[src/rtl/seq_pkg.sv]
// Shared types and constants for the branch sequencer: widths, state encoding,
// opcode map and status flag positions.
package seq_pkg;

   localparam int unsigned PC_W   = 8;
   localparam int unsigned OP_W   = 7;
   localparam int unsigned IW     = OP_W + PC_W;
   localparam int unsigned FLAG_W = 4;

   // Bit positions inside dataRegS
   localparam int unsigned FLAG_Z = 0;
   localparam int unsigned FLAG_N = 1;
   localparam int unsigned FLAG_C = 2;
   localparam int unsigned FLAG_V = 3;

   localparam logic [1:0] ST_FETCH  = 2'd0;
   localparam logic [1:0] ST_DECODE = 2'd1;
   localparam logic [1:0] ST_EXEC   = 2'd2;
   localparam logic [1:0] ST_HALTED = 2'd3;

   typedef enum logic [1:0] {
      FETCH  = ST_FETCH,
      DECODE = ST_DECODE,
      EXEC   = ST_EXEC,
      HALTED = ST_HALTED
   } seqState_t;

   localparam logic [OP_W-1:0] OP_JMP  = 7'h60;
   localparam logic [OP_W-1:0] OP_JEQ  = 7'h61;
   localparam logic [OP_W-1:0] OP_JNE  = 7'h62;
   localparam logic [OP_W-1:0] OP_JGT  = 7'h63;
   localparam logic [OP_W-1:0] OP_JGE  = 7'h64;
   localparam logic [OP_W-1:0] OP_JLT  = 7'h65;
   localparam logic [OP_W-1:0] OP_JLE  = 7'h66;
   localparam logic [OP_W-1:0] OP_JCR  = 7'h67;
   localparam logic [OP_W-1:0] OP_JOV  = 7'h68;
   localparam logic [OP_W-1:0] OP_HALT = 7'h7F;

   // Instruction word layout: opcode in the upper bits, literal below
   typedef struct packed {
      logic [OP_W-1:0] opcode;
      logic [PC_W-1:0] literal;
   } instr_t;

endpackage

[src/rtl/branch_sequencer_jump_cond.sv]
// Jump decoder: flags whether an opcode is a conditional/unconditional jump and
// whether its condition holds for the current status flags.
module jump_cond
   import seq_pkg::*;
(
   input  logic [OP_W-1:0]   opcode,
   input  logic [FLAG_W-1:0] dataRegS,
   output logic              isJump_c,
   output logic              condTrue_c
);

   logic flagZ;
   logic flagN;
   logic flagC;
   logic flagV;

   assign flagZ = dataRegS[FLAG_Z];
   assign flagN = dataRegS[FLAG_N];
   assign flagC = dataRegS[FLAG_C];
   assign flagV = dataRegS[FLAG_V];

   always_comb begin
      isJump_c   = 1'b1;
      condTrue_c = 1'b0;
      unique case (opcode)
         OP_JMP:  condTrue_c = 1'b1;
         OP_JEQ:  condTrue_c = flagZ;
         OP_JNE:  condTrue_c = ~flagZ;
         OP_JGT:  condTrue_c = ~flagZ & ~flagN;
         OP_JGE:  condTrue_c = ~flagN;
         OP_JLT:  condTrue_c = flagN;
         OP_JLE:  condTrue_c = flagN | flagZ;
         OP_JCR:  condTrue_c = flagC;
         OP_JOV:  condTrue_c = flagV;
         default: isJump_c   = 1'b0;
      endcase
   end

endmodule

[src/rtl/branch_sequencer.sv]
// Three-cycle fetch/decode/execute sequencer owning PC and IR; resolves jumps
// from the status flags and stops permanently on HALT until reset.
module branch_sequencer
   import seq_pkg::*;
(
   input  logic              clk,
   input  logic              rst,
   input  logic              run,
   input  logic [IW-1:0]     im_data,
   input  logic [FLAG_W-1:0] dataRegS,
   output logic [PC_W-1:0]   im_addr,
   output logic [PC_W-1:0]   pc,
   output logic [OP_W-1:0]   opcode,
   output logic [PC_W-1:0]   literal,
   output logic              exec,
   output logic              jump_taken,
   output logic              halted
);

   seqState_t       state;
   seqState_t       stateNext;
   logic [PC_W-1:0] pcReg;
   logic [PC_W-1:0] pcNext;
   instr_t          ir;
   instr_t          irNext;
   logic            isJump;
   logic            condTrue;
   logic            isHalt;
   logic            execC;
   logic            jumpTakenC;

   jump_cond uJumpCond (
      .opcode     (ir.opcode),
      .dataRegS   (dataRegS),
      .isJump_c   (isJump),
      .condTrue_c (condTrue)
   );

   assign isHalt = (ir.opcode == OP_HALT);

   // State, PC and IR registers; reset overrides everything, including HALTED
   always_ff @(posedge clk) begin
      if (rst) begin
         state <= FETCH;
         pcReg <= '0;
         ir    <= '0;
      end else begin
         state <= stateNext;
         pcReg <= pcNext;
         ir    <= irNext;
      end
   end

   // Next-state and strobe decode; strobes only ever come from the EXEC state
   always_comb begin
      stateNext  = state;
      pcNext     = pcReg;
      irNext     = ir;
      execC      = 1'b0;
      jumpTakenC = 1'b0;
      unique case (state)
         FETCH: begin
            if (run) stateNext = DECODE;
         end
         DECODE: begin
            irNext    = instr_t'(im_data);
            stateNext = EXEC;
         end
         EXEC: begin
            stateNext = FETCH;
            if (isHalt) begin
               stateNext = HALTED;
            end else if (isJump) begin
               if (condTrue) begin
                  pcNext     = ir.literal;
                  jumpTakenC = 1'b1;
               end else begin
                  pcNext = pcReg + PC_W'(1);
               end
            end else begin
               execC  = 1'b1;
               pcNext = pcReg + PC_W'(1);
            end
         end
         HALTED: begin
            stateNext = HALTED;
         end
         default: stateNext = FETCH;
      endcase
   end

   assign im_addr    = pcReg;
   assign pc         = pcReg;
   assign opcode     = ir.opcode;
   assign literal    = ir.literal;
   assign exec       = execC;
   assign jump_taken = jumpTakenC;
   assign halted     = (state == HALTED);

endmodule

[config.mk]
export PLATFORM = sky130hd
export DESIGN_NAME = branch_sequencer
export DESIGN_NICKNAME = d
export VERILOG_FILES = /design/src/rtl/seq_pkg.sv /design/src/rtl/branch_sequencer_jump_cond.sv /design/src/rtl/branch_sequencer.sv
export SDC_FILE = /design/constraint.sdc
export NUM_CORES = 1
export LEC_CHECK = 0
export CORE_ASPECT_RATIO = 1.1
export CORE_MARGIN = 4
export CORE_UTILIZATION = 40
export CTS_BUF_LIST = sky130_fd_sc_hd__clkbuf_2 sky130_fd_sc_hd__clkbuf_4 sky130_fd_sc_hd__clkbuf_8
export DETAILED_ROUTE_END_ITERATION = 6
export PLACE_DENSITY_LB_ADDON = 0.08
export RECOVER_POWER = 25
export SYNTH_ARGS = -nofsm -noshare
export SYNTH_HDL_FRONTEND = slang
export SYNTH_SLANG_ARGS = --single-unit
[constraint.sdc]
create_clock -name clk -period 1.6 [get_ports clk]
set_clock_uncertainty 0.05 [all_clocks]
set_input_delay 0.24 -clock clk [delete_from_list [all_inputs] [get_ports clk]]
set_output_delay 0.24 -clock clk [all_outputs]
set_load 0.02 [all_outputs]
==> results.md, run 1 <==
| Step | Result | Value |
|---|---|---|
| placement | Quantity of I/O buffers inserted on ports | 55 |
| floorplan | Number of cell rows | 22 |
| yosys | Async set or reset register ratio after synthesis | 0% |
| worst hold path | Source of the worst hold timing path | im_data[11] |
| drt | Average wire per standard cell | 14.3 µm |
| timing | Unrepaired setup endpoints after global routing | yes |
| grt | First-pass GRT wire length | 7.30 mm |
| pwr | Pwr dens | 639 mW/mm² |
| clock network | Clock input transition at the sequential cells of the worst setup and hold paths | 150 ps |
| yosys | Seq/Total Area, Yosys | 35.0% |
| timing | Hold Fails Final Rpt | 0 |
| grt | Gr ovfl total | 0 |
| yosys | Post-synthesis area per instance | 8.03 µm² |
| timing | PnR worst setup slack | -377 ps |
| worst setup path | Kind of launch point of the worst setup path | register |
| yosys | Ys flop type | sky130_fd_sc_hd__dfxtp_1 |
| timing | Final period utilization | 124% |
| pwr | Largest vdd supply drop | 0.358 mV |
| status | Violations in the final reports | setup timing |
| clock network | Clock insertion delay at the later pin of the skew report | 320 ps |
| grt | GRT Overall Usage | 19.7% |
| placement | Routability congestion estimate from global placement | 0.793 |
| floorplan | # IOs | 56 |
| worst setup path | Start point of the critical path | opcode[2] |
| yosys | Number of enable flip-flop cells after synthesis | 0 |
| floorplan | Height of the die | 70.7 µm |
| timing | Final Slew Violations | 0 |
| timing | Final critical-path required period | 1980 ps |
| drt | Vias per std cell | 5.23 |
| cells and area | Fill count | 301 |
| clock network | Clock net sink count | 25 |
| timing | Slew Limit Headroom | 63.2% |
| grt | Global routing met3 resource utilization | 3.33% |
| yosys | Flip-flop and latch count after synthesis | 25 |
| grt | Met1 Resource Use GR | 23.4% |
| pwr | Leakage component of the power | 1.02 nW |
| yosys | Post-synthesis net count | 201 |
| placement | Inst Count DP | 301 |
| timing | Setup-violating endpoint count in the final report | 10 |
| yosys | Area of the mapped netlist | 0.00143 mm² |
| clock network | Total number of H-tree levels | 1 |
| timing | Hold Slack | 389 ps |
| floorplan | Starting density of the core | 42.2% |
| drt | Total length of routed wires | 4.39 mm |
| floorplan | Die Width | 65.0 µm |
| cells and area | Utilization of the core after routing | 68.6% |
| cells and area | Number of antenna repair diodes | 0 |
| worst setup path | Data required time at the worst endpoint | 1310 ps |
| timing | Final total negative setup slack | -3190 ps |
| clock network | Root buf cell | sky130_fd_sc_hd__clkbuf_4 |
| drt | Number of vias in the routed layout | 1,610 |
| yosys | Distinct cell type count after synthesis | 41 |
| placement | Final HPWL from detailed placement | 3.37 mm |
| worst hold path | Min-delay worst type | in -> reg |
| yosys | Count of mapped cells out of synthesis | 178 |
| clock network | Number of buffers created by CTS | 3 |
| cells and area | Post-layout net count | 284 |
| timing | Fmax | 506 MHz |
| drt | Violation count after the first detailed-routing iteration | 101 |
| cells and area | Final Instance Count excl. Fillers | 308 |
| clock network | Hold Buf Count CTS | 0 |
| worst setup path | Crit path DAT | 1690 ps |
| status | Result of the run | complete, but fails checks |
| grt | Largest net degree at the start of global routing | 20 |
| job | Number of max-capacitance violations reported | 0 |
| clock network | Max Buffers Root-to-Sink | 2 |
| worst setup path | Endpoint kind of the worst setup timing path | output port |
| drt | DRC violation count after routing | 0 |
| cells and area | Synth-to-layout area growth | 62.4% |
| grt | Routing layer with the top usage in global route | met2 |
| worst setup path | Critical R2R Launch | opcode[2] |
| floorplan | Placeable core region | 0.00339 mm² |
| placement | Post-placement setup slack | -802 ps |
| drt | Final antenna-violating net count | 0 |
| clock network | TritonCTS clock tree | built |
| worst setup path | Critical path peak fanout | 7 |
| drt | Total iterations of the first detailed-routing run | 4 |
| cells and area | Proportion of layout cells with a drive suffix above 1 | 29.6% |
| timing | Slew of the pin with the lowest slew margin | 544 ps |
| grt | Met2 Track Usage GR | 36.7% |
| grt | Number of antenna violations at the first check in global routing | 0 |
| floorplan | Die Footprint | 0.00460 mm² |
| worst setup path | Critical path start-end classification | reg -> out |
| yosys | Yosys warns | 0 |
| grt | Vias in the first global route | 1,608 |
-- power by group --
part / total (mW) / switching [mW] / internal (mW) / leakage, nW
clock: 0.299 / 0.205 / 0.0936 / 0.0177
combinational: 0.479 / 0.240 / 0.239 / 0.795
sequential: 0.705 / 0.0415 / 0.664 / 0.208
-- per-layer routing --
layer	wire length, µm	share of wire, %
met1	1930	44
met2	2250	51
met3	195	4.4
met4	24	0.55
met5	0	0
-- cells by family after synthesis --
kind of cell | synth area share, %
adders and majority gates | 0.875
muxes | 1.05
AOI/OAI and AO/OA | 24.0
buffers and inverters | 8.14
and+or+nand+nor | 31.0
DFF | 35.0
-- cells in the mapped netlist (2+ instances only) --
cell type                  instances  share of area [%]
sky130_fd_sc_hd__nor2b_1           5                2.2
sky130_fd_sc_hd__buf_2             3                1.0
sky130_fd_sc_hd__and3_1            2               0.87
sky130_fd_sc_hd__buf_4             9                4.7
sky130_fd_sc_hd__nand2_1          38                 10
sky130_fd_sc_hd__or4_1             3                1.6
sky130_fd_sc_hd__dfxtp_1          25                 35
sky130_fd_sc_hd__or2_2             2               0.87
sky130_fd_sc_hd__o311ai_1          2                1.2
sky130_fd_sc_hd__o22ai_1           3                1.3
sky130_fd_sc_hd__a21oi_1          20                7.0
sky130_fd_sc_hd__nand4_1           2               0.87
sky130_fd_sc_hd__nor2_1            7                1.8
sky130_fd_sc_hd__nor3b_1           7                3.7
sky130_fd_sc_hd__clkbuf_1          5                1.3
sky130_fd_sc_hd__nand2b_1          3                1.3
sky130_fd_sc_hd__o21ai_0           3                1.0
sky130_fd_sc_hd__nand3b_1          2                1.0
sky130_fd_sc_hd__a221o_1           3                2.1
sky130_fd_sc_hd__nor4b_1           2                1.2
sky130_fd_sc_hd__a22oi_1           3                1.6
sky130_fd_sc_hd__inv_1             3               0.79
sky130_fd_sc_hd__nand3_1           5                1.7
sky130_fd_sc_hd__and2_1            3                1.3
sky130_fd_sc_hd__nor3_1            2               0.70
-- final timing paths --
| kind | slack, ps | depth (start not counted) | end |
|---|---|---|---|
| setup / recovery | -380 | 6 | jump_taken |
| hold / removal | 390 | 3 | opcode[3] |
| setup reg to reg | -370 | 8 | im_addr[7] |
| hold reg to reg | 440 | 2 | literal[6] |
-- cells in the final DEF, fill, tap and decap left out, types with 3 or more instances in the layout --
cell,netlist,final
sky130_fd_sc_hd__clkbuf_4,0,4
sky130_fd_sc_hd__nor2b_1,5,5
sky130_fd_sc_hd__nor2_1,7,6
sky130_fd_sc_hd__nand3_1,5,4
sky130_fd_sc_hd__nand2b_1,3,3
sky130_fd_sc_hd__dfxtp_2,0,6
sky130_fd_sc_hd__nand2_1,38,37
sky130_fd_sc_hd__or4_1,3,3
sky130_fd_sc_hd__and2_1,3,3
sky130_fd_sc_hd__a21oi_1,20,19
sky130_fd_sc_hd__dlygate4sd2_1,0,31
sky130_fd_sc_hd__nor3b_1,7,7
sky130_fd_sc_hd__a221o_1,3,3
sky130_fd_sc_hd__dfxtp_1,25,17
sky130_fd_sc_hd__buf_4,9,38
sky130_fd_sc_hd__inv_1,3,3
sky130_fd_sc_hd__clkdlybuf4s50_1,0,21
-- through the flow --
step,total power [mW],area [µm²]
floorplan,0.969,1470
global placement,1.20,2270
detailed placement,1.21,2270
CTS,1.48,2300
global route,1.56,2320
finish,1.48,2320
-- critical path, cell delays in order (launching register included) --
cell	delay, ps
sky130_fd_sc_hd__dfxtp_4	410
sky130_fd_sc_hd__or3b_4	400
sky130_fd_sc_hd__a21oi_4	170
sky130_fd_sc_hd__o32ai_4	120
sky130_fd_sc_hd__nand2_2	110
sky130_fd_sc_hd__nor2_4	40
sky130_fd_sc_hd__buf_6	120
-- timing repair --
item / CTS / global route
endpoints found under the setup margin: 42 / 12
resized for setup: 50 / 6
pin swaps: 6 / 4
buffers inserted: 2 / 1
-- state kept, by name, indices dropped and copies added, names as in the netlist --
signal / cells
opcode: 7
state: 2
im_addr: 8
literal: 8
-- final cells by class --
cell class	count	area, µm²	area share, %
multi-input combinational	132	881	37.9
clock buffer	3	22.5	0.970
clock inverter	1	5.00	0.216
timing repair buffer	96	827	35.6
tap	48	60.1	2.59
inverter	3	11.3	0.485
sequential	25	515	22.2
Power figures use the tool's default switching activity.
==> inputs of run 2 (changes only) <==
--- a/config.mk
+++ b/config.mk
@@ -5,7 +5,7 @@
 export SDC_FILE = /design/constraint.sdc
 export NUM_CORES = 1
 export LEC_CHECK = 0
-export CORE_ASPECT_RATIO = 1.1
+export CORE_ASPECT_RATIO = 1.5
 export CORE_MARGIN = 4
 export CORE_UTILIZATION = 40
 export CTS_BUF_LIST = sky130_fd_sc_hd__clkbuf_2 sky130_fd_sc_hd__clkbuf_4 sky130_fd_sc_hd__clkbuf_8
==> run 2 against run 1 <==
- the run still ends with setup timing left
- design area is 2.5% higher
- critical endpoint unchanged
- sequential share of layout area shrank 0.54 points
- total power grew 7.8%
- sequential cell count did not move
==> results.md, run 2 (synthesized netlist as in run 1, its figures left out) <==
| Step | Result | Value | vs previous |
|---|---|---|---|
| pwr | Final Total Pwr | 1.60 mW | was 1.48 mW |
| cells and area | Proportion of layout cells with a drive suffix above 1 | 29.8% | was 29.6% |
| timing | Setup-violating endpoint count in the final report | 10 | unchanged |
| timing | Hold Slack | 429 ps | was 389 ps |
| timing | Slew of the pin with the lowest slew margin | 362 ps | was 544 ps |
| floorplan | Die Footprint | 0.00462 mm² | was 0.00460 mm² |
| cells and area | Post-layout net count | 286 | was 284 |
| pwr | Pwr dens | 672 mW/mm² | was 639 mW/mm² |
| clock network | Clock insertion delay at the later pin of the skew report | 270 ps | was 320 ps |
| worst setup path | Reg-to-Reg End | im_addr[7] | unchanged |
| placement | Final HPWL from detailed placement | 3.49 mm | was 3.37 mm |
| drt | Total length of routed wires | 4.70 mm | was 4.39 mm |
| timing | Final Slew Violations | 0 | unchanged |
| pwr | Net switching power | 491 µW | was 487 µW |
| worst setup path | Endpoint of the worst setup timing path | jump_taken | unchanged |
| cells and area | Commonest non-fill, non-tap cell in the layout | sky130_fd_sc_hd__buf_4 | unchanged |
| timing | Unrepaired setup endpoints after global routing | yes | unchanged |
| floorplan | Die Width | 56.8 µm | was 65.0 µm |
| cells and area | Leading cell types in the layout, fill and taps excluded | sky130_fd_sc_hd__buf_4, sky130_fd_sc_hd__nand2_1, sky130_fd_sc_hd__clkdlybuf4s50_1 | was sky130_fd_sc_hd__buf_4, sky130_fd_sc_hd__nand2_1, sky130_fd_sc_hd__dlygate4sd2_1 |
| worst setup path | Endpoint kind of the worst setup timing path | output port | unchanged |
| pwr | Combinational cell fraction of total power | 30.7% | was 32.3% |
| timing | Final period utilization | 118% | was 124% |
| cells and area | Fill count | 311 | was 301 |
| grt | Largest net degree at the start of global routing | 16 | was 20 |
| drt | Final antenna-violating net count | 0 | unchanged |
| clock network | Clock net sink count | 25 | unchanged |
| pwr | Clock power share | 25.0% | was 20.2% |
| cells and area | Area of the multi-input gates | 892 µm² | was 881 µm² |
| pwr | Sw Ratio | 30.7% | was 32.8% |
| worst setup path | Start point of the critical path | opcode[2] | unchanged |
| pwr | Leakage component of the power | 1.08 nW | was 1.02 nW |
| clock network | Number of buffers created by CTS | 3 | unchanged |
| status | Result of the run | complete, but fails checks | unchanged |
| clock network | Total number of H-tree levels | 1 | unchanged |
| timing | Final critical-path required period | 1890 ps | was 1980 ps |
| timing | Fmax | 528 MHz | was 506 MHz |
| grt | Vias in the first global route | 1,575 | was 1,608 |
| grt | Gr ovfl total | 0 | unchanged |
| grt | Number of antenna violations at the first check in global routing | 0 | unchanged |
| timing | PnR worst setup slack | -293 ps | was -377 ps |
| worst setup path | Critical path start-end classification | reg -> out | unchanged |
| floorplan | Height of the die | 81.2 µm | was 70.7 µm |
| worst setup path | Slack of the worst reg-to-reg path | -280 ps | was -370 ps |
| pwr | Largest vdd supply drop | 0.582 mV | was 0.358 mV |
| drt | Vias per std cell | 5.36 | was 5.23 |
| job | Number of max-capacitance violations reported | 0 | unchanged |
| drt | Average wire per standard cell | 15.5 µm | was 14.3 µm |
| timing | Slew Limit Headroom | 75.5% | was 63.2% |
| worst setup path | Series of cell instances along the critical path | or3b_4 -> a21oi_4 -> o32ai_4 -> nand2_2 -> nor2_4 -> buf_6 | unchanged |
| grt | GRT Overall Usage | 19.9% | was 19.7% |
| floorplan | # IOs | 56 | unchanged |
| clock network | TritonCTS clock tree | built | unchanged |
| floorplan | Starting density of the core | 41.9% | was 42.2% |
| drt | Total iterations of the first detailed-routing run | 4 | unchanged |
| worst setup path | Crit path DAT | 1600 ps | was 1690 ps |
| worst setup path | Maximum single-stage delay on the critical path | 390 ps | was 410 ps |
| worst setup path | Critical R2R Launch | opcode[2] | unchanged |
| worst setup path | Data required time at the worst endpoint | 1310 ps | about the same |
| drt | Number of vias in the routed layout | 1,630 | was 1,610 |
| worst setup path | Critical-path cell with the highest stage delay | sky130_fd_sc_hd__dfxtp_4 | unchanged |
| worst setup path | Critical path peak fanout | 7 | unchanged |
| grt | First-pass GRT wire length | 7.28 mm | was 7.30 mm |
| floorplan | Number of cell rows | 26 | was 22 |
| placement | Routability congestion estimate from global placement | 0.814 | was 0.793 |
| cells and area | Synth-to-layout area growth | 66.4% | was 62.4% |
| timing | Hold Fails Final Rpt | 0 | unchanged |
| floorplan | Placeable core region | 0.00342 mm² | was 0.00339 mm² |
| worst setup path | Depth of the worst register-to-register path | 7 | was 8 |
| clock network | Root buf cell | sky130_fd_sc_hd__clkbuf_8 | was sky130_fd_sc_hd__clkbuf_4 |
| worst hold path | Min-delay worst type | reg -> reg | was in -> reg |
| pwr | Sequential fraction of design power | 44.3% | was 47.5% |
| status | Violations in the final reports | setup timing | unchanged |
| clock network | Clock input transition at the sequential cells of the worst setup and hold paths | 90 ps | was 150 ps |
| cells and area | Number of antenna repair diodes | 0 | unchanged |
| drt | Violation count after the first detailed-routing iteration | 52 | was 101 |
| cells and area | FF/Latch Area | 515 µm² | unchanged |
| clock network | Max Buffers Root-to-Sink | 2 | unchanged |
| placement | Quantity of I/O buffers inserted on ports | 55 | unchanged |
| drt | DRC violation count after routing | 0 | unchanged |
| clock network | Hold Buf Count CTS | 0 | unchanged |
| pwr | P_int | 1.11 mW | was 996 µW |
| worst setup path | Kind of launch point of the worst setup path | register | unchanged |
run 2: layer usage:
metal | vias to the layer above | track usage [%] | wire (µm)
met3 | 2 | 1.43 | 199
li1 | 795 | - | -
met2 | 49 | 41.2 | 2710
met5 | - | 0 | 0
met4 | 0 | 5.57 | 25
met1 | 784 | 20.8 | 1760
run 2: repair_timing:
item	CTS	global route
setup endpoints to repair	26	21
setup buffers	5	0
gates resized for setup	37	17
pin swaps	7	5
run 2: cell type report:
| class | instances | area share (%) |
|---|---|---|
| inverter | 3 | 0.473 |
| multi-input combinational | 132 | 37.5 |
| clock buffer | 4 | 2.05 |
| sequential | 25 | 21.7 |
| tap | 42 | 2.21 |
| timing repair buffer | 98 | 36.1 |
run 2: through the flow:
step / TNS, ps / worst slack (ps) / cells / utilization, % / instance area [µm²]
after floorplan: -722 / -121 / 178 / - / 1470
after global placement: -4330 / -785 / 295 / 66.2 / 2260
after detailed placement: -4920 / -800 / 295 / 66.2 / 2260
after CTS: -2560 / -309 / 304 / 69.2 / 2360
after global routing: -2880 / -347 / 304 / 69.7 / 2380
final: -2400 / -293 / 304 / 69.7 / 2380
run 2: worst min-delay path by stage:
stage | slack, ps | startpoint | to | depth (start not counted)
after floorplan | 320 | im_data[10] | opcode[2] | 2
after global placement | 410 | literal[1] | literal[1] | 2
after detailed placement | 420 | literal[2] | literal[2] | 2
after CTS | 430 | literal[2] | literal[2] | 2
after global routing | 450 | literal[2] | literal[2] | 2
final | 430 | literal[2] | literal[2] | 2
run 2: worst max-delay path, delay by kind of cell (launching register included):
family          cells  cell delay, ps
simple gates        3             540
buf+inv             1             120
flops               1             390
compound gates      2             290
run 2: power by group through the flow:
stage | Sequential, mW | Combinational (mW) | Clock [mW]
floorplan | 0.762 | 0.207 | 0
global placement | 0.716 | 0.480 | 0
detailed placement | 0.718 | 0.492 | 0
CTS | 0.705 | 0.499 | 0.407
global route | 0.715 | 0.522 | 0.431
finish | 0.708 | 0.491 | 0.400
